[src/rtl/eth_reset_sequencer.sv]
// Ethernet clock-domain reset sequencer: staged per-domain release after lock.
// Optional lock-timeout flag enabled by defining ETH_RST_SEQ_LOCK_TIMEOUT_EN.
module eth_reset_sequencer #(
    parameter int num_domains_p  = 3,
    parameter int hold_cycles_p  = 16,
    parameter int lock_timeout_p = 1024
) (
    input  logic                     clk_i,
    input  logic                     async_reset_i,
    input  logic                     lock_i,
    input  logic                     sw_reset_v_i,
    output logic                     sw_reset_ready_and_o,
    output logic [num_domains_p-1:0] reset_o,
    output logic                     done_o,
    output logic                     timeout_o
);

    localparam int cnt_max_lp = (hold_cycles_p > lock_timeout_p)
                              ? hold_cycles_p : lock_timeout_p;
    localparam int cnt_w_lp   = $clog2(cnt_max_lp + 1);
    localparam int stage_w_lp = (num_domains_p > 1) ? $clog2(num_domains_p) : 1;

    localparam logic [cnt_w_lp-1:0]   hold_last_lp  = cnt_w_lp'(hold_cycles_p - 1);
    localparam logic [cnt_w_lp-1:0]   cnt_sat_lp    = cnt_w_lp'(cnt_max_lp);
    localparam logic [stage_w_lp-1:0] stage_last_lp = stage_w_lp'(num_domains_p - 1);

    typedef enum logic [2:0] {
        S_RESET,
        S_WAIT_LOCK,
        S_RELEASE,
        S_DONE,
        S_ASSERT
    } state_e;

    (* ASYNC_REG = "TRUE" *) logic rst_meta;
    (* ASYNC_REG = "TRUE" *) logic sync_rst;
    (* ASYNC_REG = "TRUE" *) logic lock_meta;
    (* ASYNC_REG = "TRUE" *) logic lock_s;

    state_e                   state_q, state_n;
    logic [cnt_w_lp-1:0]      cnt_q, cnt_n, cnt_inc;
    logic [stage_w_lp-1:0]    stage_q, stage_n;
    logic [num_domains_p-1:0] reset_q, reset_n;
    logic                     accept;
    logic                     lock_lost;

    always_ff @(posedge clk_i or posedge async_reset_i) begin
        if (async_reset_i) begin
            rst_meta <= 1'b1;
            sync_rst <= 1'b1;
        end else begin
            rst_meta <= 1'b0;
            sync_rst <= rst_meta;
        end
    end

    always_ff @(posedge clk_i or posedge async_reset_i) begin
        if (async_reset_i) begin
            lock_meta <= 1'b0;
            lock_s    <= 1'b0;
        end else begin
            lock_meta <= lock_i;
            lock_s    <= lock_meta;
        end
    end

    assign sw_reset_ready_and_o = (state_q == S_WAIT_LOCK) ||
                                  (state_q == S_RELEASE) ||
                                  (state_q == S_DONE);
    assign accept    = sw_reset_v_i && sw_reset_ready_and_o;
    assign lock_lost = !lock_s &&
                       ((state_q == S_RELEASE) || (state_q == S_DONE));
    assign cnt_inc   = (cnt_q == cnt_sat_lp) ? cnt_q : cnt_q + 1'b1;

`ifdef ETH_RST_SEQ_LOCK_TIMEOUT_EN
    logic timeout_q, timeout_n;
    assign timeout_o = timeout_q;
`else
    assign timeout_o = 1'b0;
`endif

    always_comb begin
        state_n = state_q;
        cnt_n   = cnt_q;
        stage_n = stage_q;
        reset_n = reset_q;
`ifdef ETH_RST_SEQ_LOCK_TIMEOUT_EN
        timeout_n = timeout_q;
`endif
        unique case (state_q)
            S_RESET: begin
                cnt_n   = '0;
                stage_n = '0;
                if (!sync_rst) state_n = S_WAIT_LOCK;
            end
            S_WAIT_LOCK: begin
                if (lock_s) begin
                    state_n = S_RELEASE;
                    cnt_n   = '0;
                    stage_n = '0;
                end
`ifdef ETH_RST_SEQ_LOCK_TIMEOUT_EN
                // Timer freezes once the sticky flag is up
                else if (!timeout_q) begin
                    if (cnt_q == cnt_w_lp'(lock_timeout_p - 1))
                        timeout_n = 1'b1;
                    else
                        cnt_n = cnt_inc;
                end
`endif
            end
            S_RELEASE: begin
                if (cnt_q == hold_last_lp) begin
                    reset_n[stage_q] = 1'b0;
                    cnt_n            = '0;
                    if (stage_q == stage_last_lp)
                        state_n = S_DONE;
                    else
                        stage_n = stage_q + 1'b1;
                end else begin
                    cnt_n = cnt_inc;
                end
            end
            S_DONE: begin
            end
            S_ASSERT: begin
                if (cnt_q == hold_last_lp) begin
                    state_n = S_WAIT_LOCK;
                    cnt_n   = '0;
                end else begin
                    cnt_n = cnt_inc;
                end
            end
            default: state_n = S_RESET;
        endcase

        // Software request and lock loss share one re-assert path
        if (accept || lock_lost) begin
            state_n = S_ASSERT;
            cnt_n   = '0;
            stage_n = '0;
            reset_n = '1;
        end
`ifdef ETH_RST_SEQ_LOCK_TIMEOUT_EN
        if (accept) timeout_n = 1'b0;
`endif
    end

    always_ff @(posedge clk_i or posedge async_reset_i) begin
        if (async_reset_i) begin
            state_q <= S_RESET;
            cnt_q   <= '0;
            stage_q <= '0;
            reset_q <= '1;
        end else begin
            state_q <= state_n;
            cnt_q   <= cnt_n;
            stage_q <= stage_n;
            reset_q <= reset_n;
        end
    end

`ifdef ETH_RST_SEQ_LOCK_TIMEOUT_EN
    always_ff @(posedge clk_i or posedge async_reset_i) begin
        if (async_reset_i) timeout_q <= 1'b0;
        else               timeout_q <= timeout_n;
    end
`endif

    assign reset_o = reset_q;
    assign done_o  = (state_q == S_DONE);

endmodule
[config.mk]
export PLATFORM = sky130hd
export DESIGN_NAME = eth_reset_sequencer
export DESIGN_NICKNAME = d
export VERILOG_FILES = /design/src/rtl/eth_reset_sequencer.sv
export SDC_FILE = /design/constraint.sdc
export NUM_CORES = 1
export LEC_CHECK = 0
export CORE_UTILIZATION = 37
export DETAILED_ROUTE_END_ITERATION = 10
export GPL_TIMING_DRIVEN = 1
export PLACE_DENSITY = 0.51
export SYNTH_ARGS = -nofsm -noshare
export SYNTH_HDL_FRONTEND = slang
export SYNTH_SLANG_ARGS = --single-unit
[constraint.sdc]
create_clock -name clk_i -period 3.3 [get_ports clk_i]
set_input_delay 0.99 -clock clk_i [delete_from_list [all_inputs] [get_ports clk_i]]
set_output_delay 0.99 -clock clk_i [all_outputs]
set_load 0.01 [all_outputs]
==> flow_summary_export.csv <==
group,metric,value,unit
outcome,run_status,"complete, no violations",
pwr,share_clk_of_total_power,15.2,%
clock_tree,depth_of_the_cts_h_tree,1,
clock_tree,clock-root-buffer,"clkbuf_4",
clock_tree,cts-buffers-inserted,3,
logic_synthesis,syn_area,1340,sq um
pwr,switching_power,0.000357,W
sta,final-hold-violation-count,0,
global_route,grt_pass1_vias,839,
floorplanning,initial_utilization,39.4,%
logic_synthesis,post_synth_edffs,0,
drt,drt_pre_antenna_iters,4,
logic_synthesis,synth_top_area_share,33.7,%
pwr,pwr-share-seq,42.9,%
global_route,antenna_found_initial,0,
drt,detailedRoute.firstIterationViolations,68,
sta,tightestPinTransition,517,ps
sta,max_clock_freq,360,MHz
drt,postRouteAntennaNets,0,
critical_path,critical_path.endpoint_type,"output port",
worst_hold_path,worst_hold_path_type,"reg2reg",
clock_tree,postCtsHoldBufs,0,
logic_synthesis,ys_seq_elements,23,
sta,finClkSkew,2.40,ps
finish,total_nets_final,155,
pwr,powerDensity,599,nW/um^2
sta,final_period_minus_worst_setup_slack,2770,ps
sta,final_min_period_over_clock_period,84.1,%
drt,detail_route.vias_per_cell,5.09,
floorplanning,design.die.area,3850,sq um
floorplanning,die_width,62.1,microns
finish,finalInstanceArea,1480,sq um
critical_path,ff_to_ff_start,"cnt_q[0]",
logic_synthesis,synth.top_cells.by_count,"18 x dfrtp_1, 15 x nor2_1, 12 x o21ai_0, 11 x nand2_1, 8 x nand3_1",
flow_run,max_cap_violations,0,
floorplanning,die_y_extent,62.1,microns
finish,n_antenna_cell,0,
logic_synthesis,ys_top_cells_by_area,"dfrtp_1 34%, dfstp_2 9.8%, ha_1 4.7%",
drt,routed_wire_length_per_instance,13.0,microns
logic_synthesis,yosys_warnings,0,
drt,detailroute.via_count,973,
drt,remaining_drc_errors,0,
pwr,switching_share,40.4,%
finish,flow.area_growth_from_synthesis,10.5,%
sta,rsz0062_at_grt,"false",
pwr,power_leakage,0.598,nW
critical_path,crit_fanout,11,
logic_synthesis,asyncSetResetFlopFracSynth,100,%
pwr,p_int,0.000526,W
sta,final-setup-viol-count,0,
logic_synthesis,synthDistinctLibCells,45,
critical_path,timing.critical_path.arrival,1780,ps
clock_tree,cts.sink_count,23,
placed_design,globalplace.congestion,0.768,
logic_synthesis,synth.most_common_cell,"dfrtp_1",
placed_design,dpl.hpwl,1.83,mm
placed_design,place_area,1450,sq um
floorplanning,floorplan.rows,21,
logic_synthesis,synthesis.area_per_instance,9.82,sq um
sta,slew_headroom,65.6,%
drt,routed_wl,2.49,mm
logic_synthesis,synthFlopType,"dfrtp_1",
global_route,first_pass_grt_wire_length,4.08,mm
logic_synthesis,netlist_instances,136,
pwr,worst_ir_drop_vdd,0.000249,V
clock_tree,cts_setup_buffers,0,
finish,final_layout_size_suffix_gt1_share,14.5,%
global_route,global_route.usage.total,14.9,%
clock_tree,clkLatencyLatePin,310,ps
pwr,combinational_cell_fraction_of_total_power,41.9,%
critical_path,critical_path_class,"reg2out",
clock_tree,clock_path_buffers,2,
clock_tree,cts.reportedPaths.clkPinSlew,130,ps
global_route,pin_count_of_the_biggest_net_entering_global_routing,24,
critical_path,worst_ep_required_time,2310,ps
logic_synthesis,seq_area_frac_synth,43.6,%
sta,finalMaxSlewViolations,0,
floorplanning,io-pin-count,10,
logic_synthesis,netlist.top_cell.by_area,"dfrtp_1",
finish,fillCellCount,335,
critical_path,crit_path_start_kind,"register",
clock_tree,cts.repair.resized,0,
placed_design,port_buffers,8,
worst_hold_path,timing.hold.worst.start,"lock_meta",
critical_path,worstSetupStartpoint,"state_q[0]",
clock_tree,tritoncts,"yes",
floorplanning,design.core.area,3390,sq um
global_route,gr-total-overflow,0,
sta,fin_tns_setup,0,ps
metrics by stage:
stage	utilization (%)	total power [W]	setup slack [ps]	hold WS, ps	instances
floorplan	-	0.000678	1100	331	137
global placement	42.6	0.000752	460	333	187
detailed placement	42.6	0.000758	345	336	187
CTS	43.5	0.000895	498	368	191
global route	43.5	0.000946	395	370	191
finish	43.5	0.000883	525	364	191
metal layers:
layer  global-route usage, %  up-vias  part of all wire (%)
met4                    1.90        0                  0.64
met2                    19.5       18                    43
li1                        -      499                     -
met5                       0        -                     0
met3                    4.35        2                   4.2
met1                    24.2      454                    52
sequential cells by signal (all words and copies together), names as in the netlist:
register	flops
sync_rst	1
reset_o	3
state_q	3
lock_s	1
rst_meta	1
cnt_q	11
stage_q	2
lock_meta	1
power by group through the flow:
| stage | Sequential [W] | Combinational [W] | Clock [W] |
|---|---|---|---|
| after CTS | 0.000379 | 0.000374 | 0.000142 |
| final | 0.000379 | 0.000370 | 0.000134 |
| after floorplan | 0.000335 | 0.000343 | 0 |
| after global routing | 0.000388 | 0.000404 | 0.000155 |
| after detailed placement | 0.000384 | 0.000373 | 0 |
| after global placement | 0.000382 | 0.000370 | 0 |
worst max-delay path: stages, from the launching register on:
cell             delay (ps)
dfrtp_1                 530
nor2_1                  380
nor2_1                   70
clkdlybuf4s50_1         490
final cells by class:
type,count,area (sq um),share of cell area [%]
sequential,23,582,39.4
timing repair buffer,9,87.6,5.94
inverter,6,22.5,1.53
multi-input combinational,103,696,47.2
clock buffer,3,22.5,1.53
clock inverter,1,7.51,0.509
tap,46,57.6,3.90
worst paths after layout:
| path | endpoint | slack (ps) | cells after the start |
|---|---|---|---|
| worst min register to register | lock_s | 360 | 0 |
| worst max register to register | stage_q[0] | 1050 | 6 |
| worst max-delay path | sw_reset_ready_and_o | 530 | 3 |
| min in group asynchronous | cnt_q[6] | 1000 | 3 |
| max in group asynchronous | reset_o[0] | 2020 | 3 |
| worst min-delay path | lock_s | 360 | 0 |
placed cells by master, fill, tap and decap left out, drive strengths merged, types with 3 or more instances in the layout:
cell type and count:
a21o 3, clkbuf 3, clkdlybuf4s50 8, dfrtp 18, dfstp 5, ha 5
inv 6, nand2 11, nand3 8, nand4 4, nor2 15, nor2b 3
nor3 5, o21ai 14, xor2 3
kinds of logic (layout without fill, tap and decap cells):
family	Yosys count	after routing	share of synthesized area, %
XOR/XNOR	3	3	1.97
other	1	2	0.281
multiplexers	3	3	2.72
buffers and inverters	11	19	4.59
AO/OA/AOI/OAI	29	29	15.9
AND/OR/NAND/NOR	61	61	26.2
adder cells (fa/ha/maj)	5	5	4.69
flip-flops	23	23	43.6
Note: power is estimated with default switching activity, not from simulation.
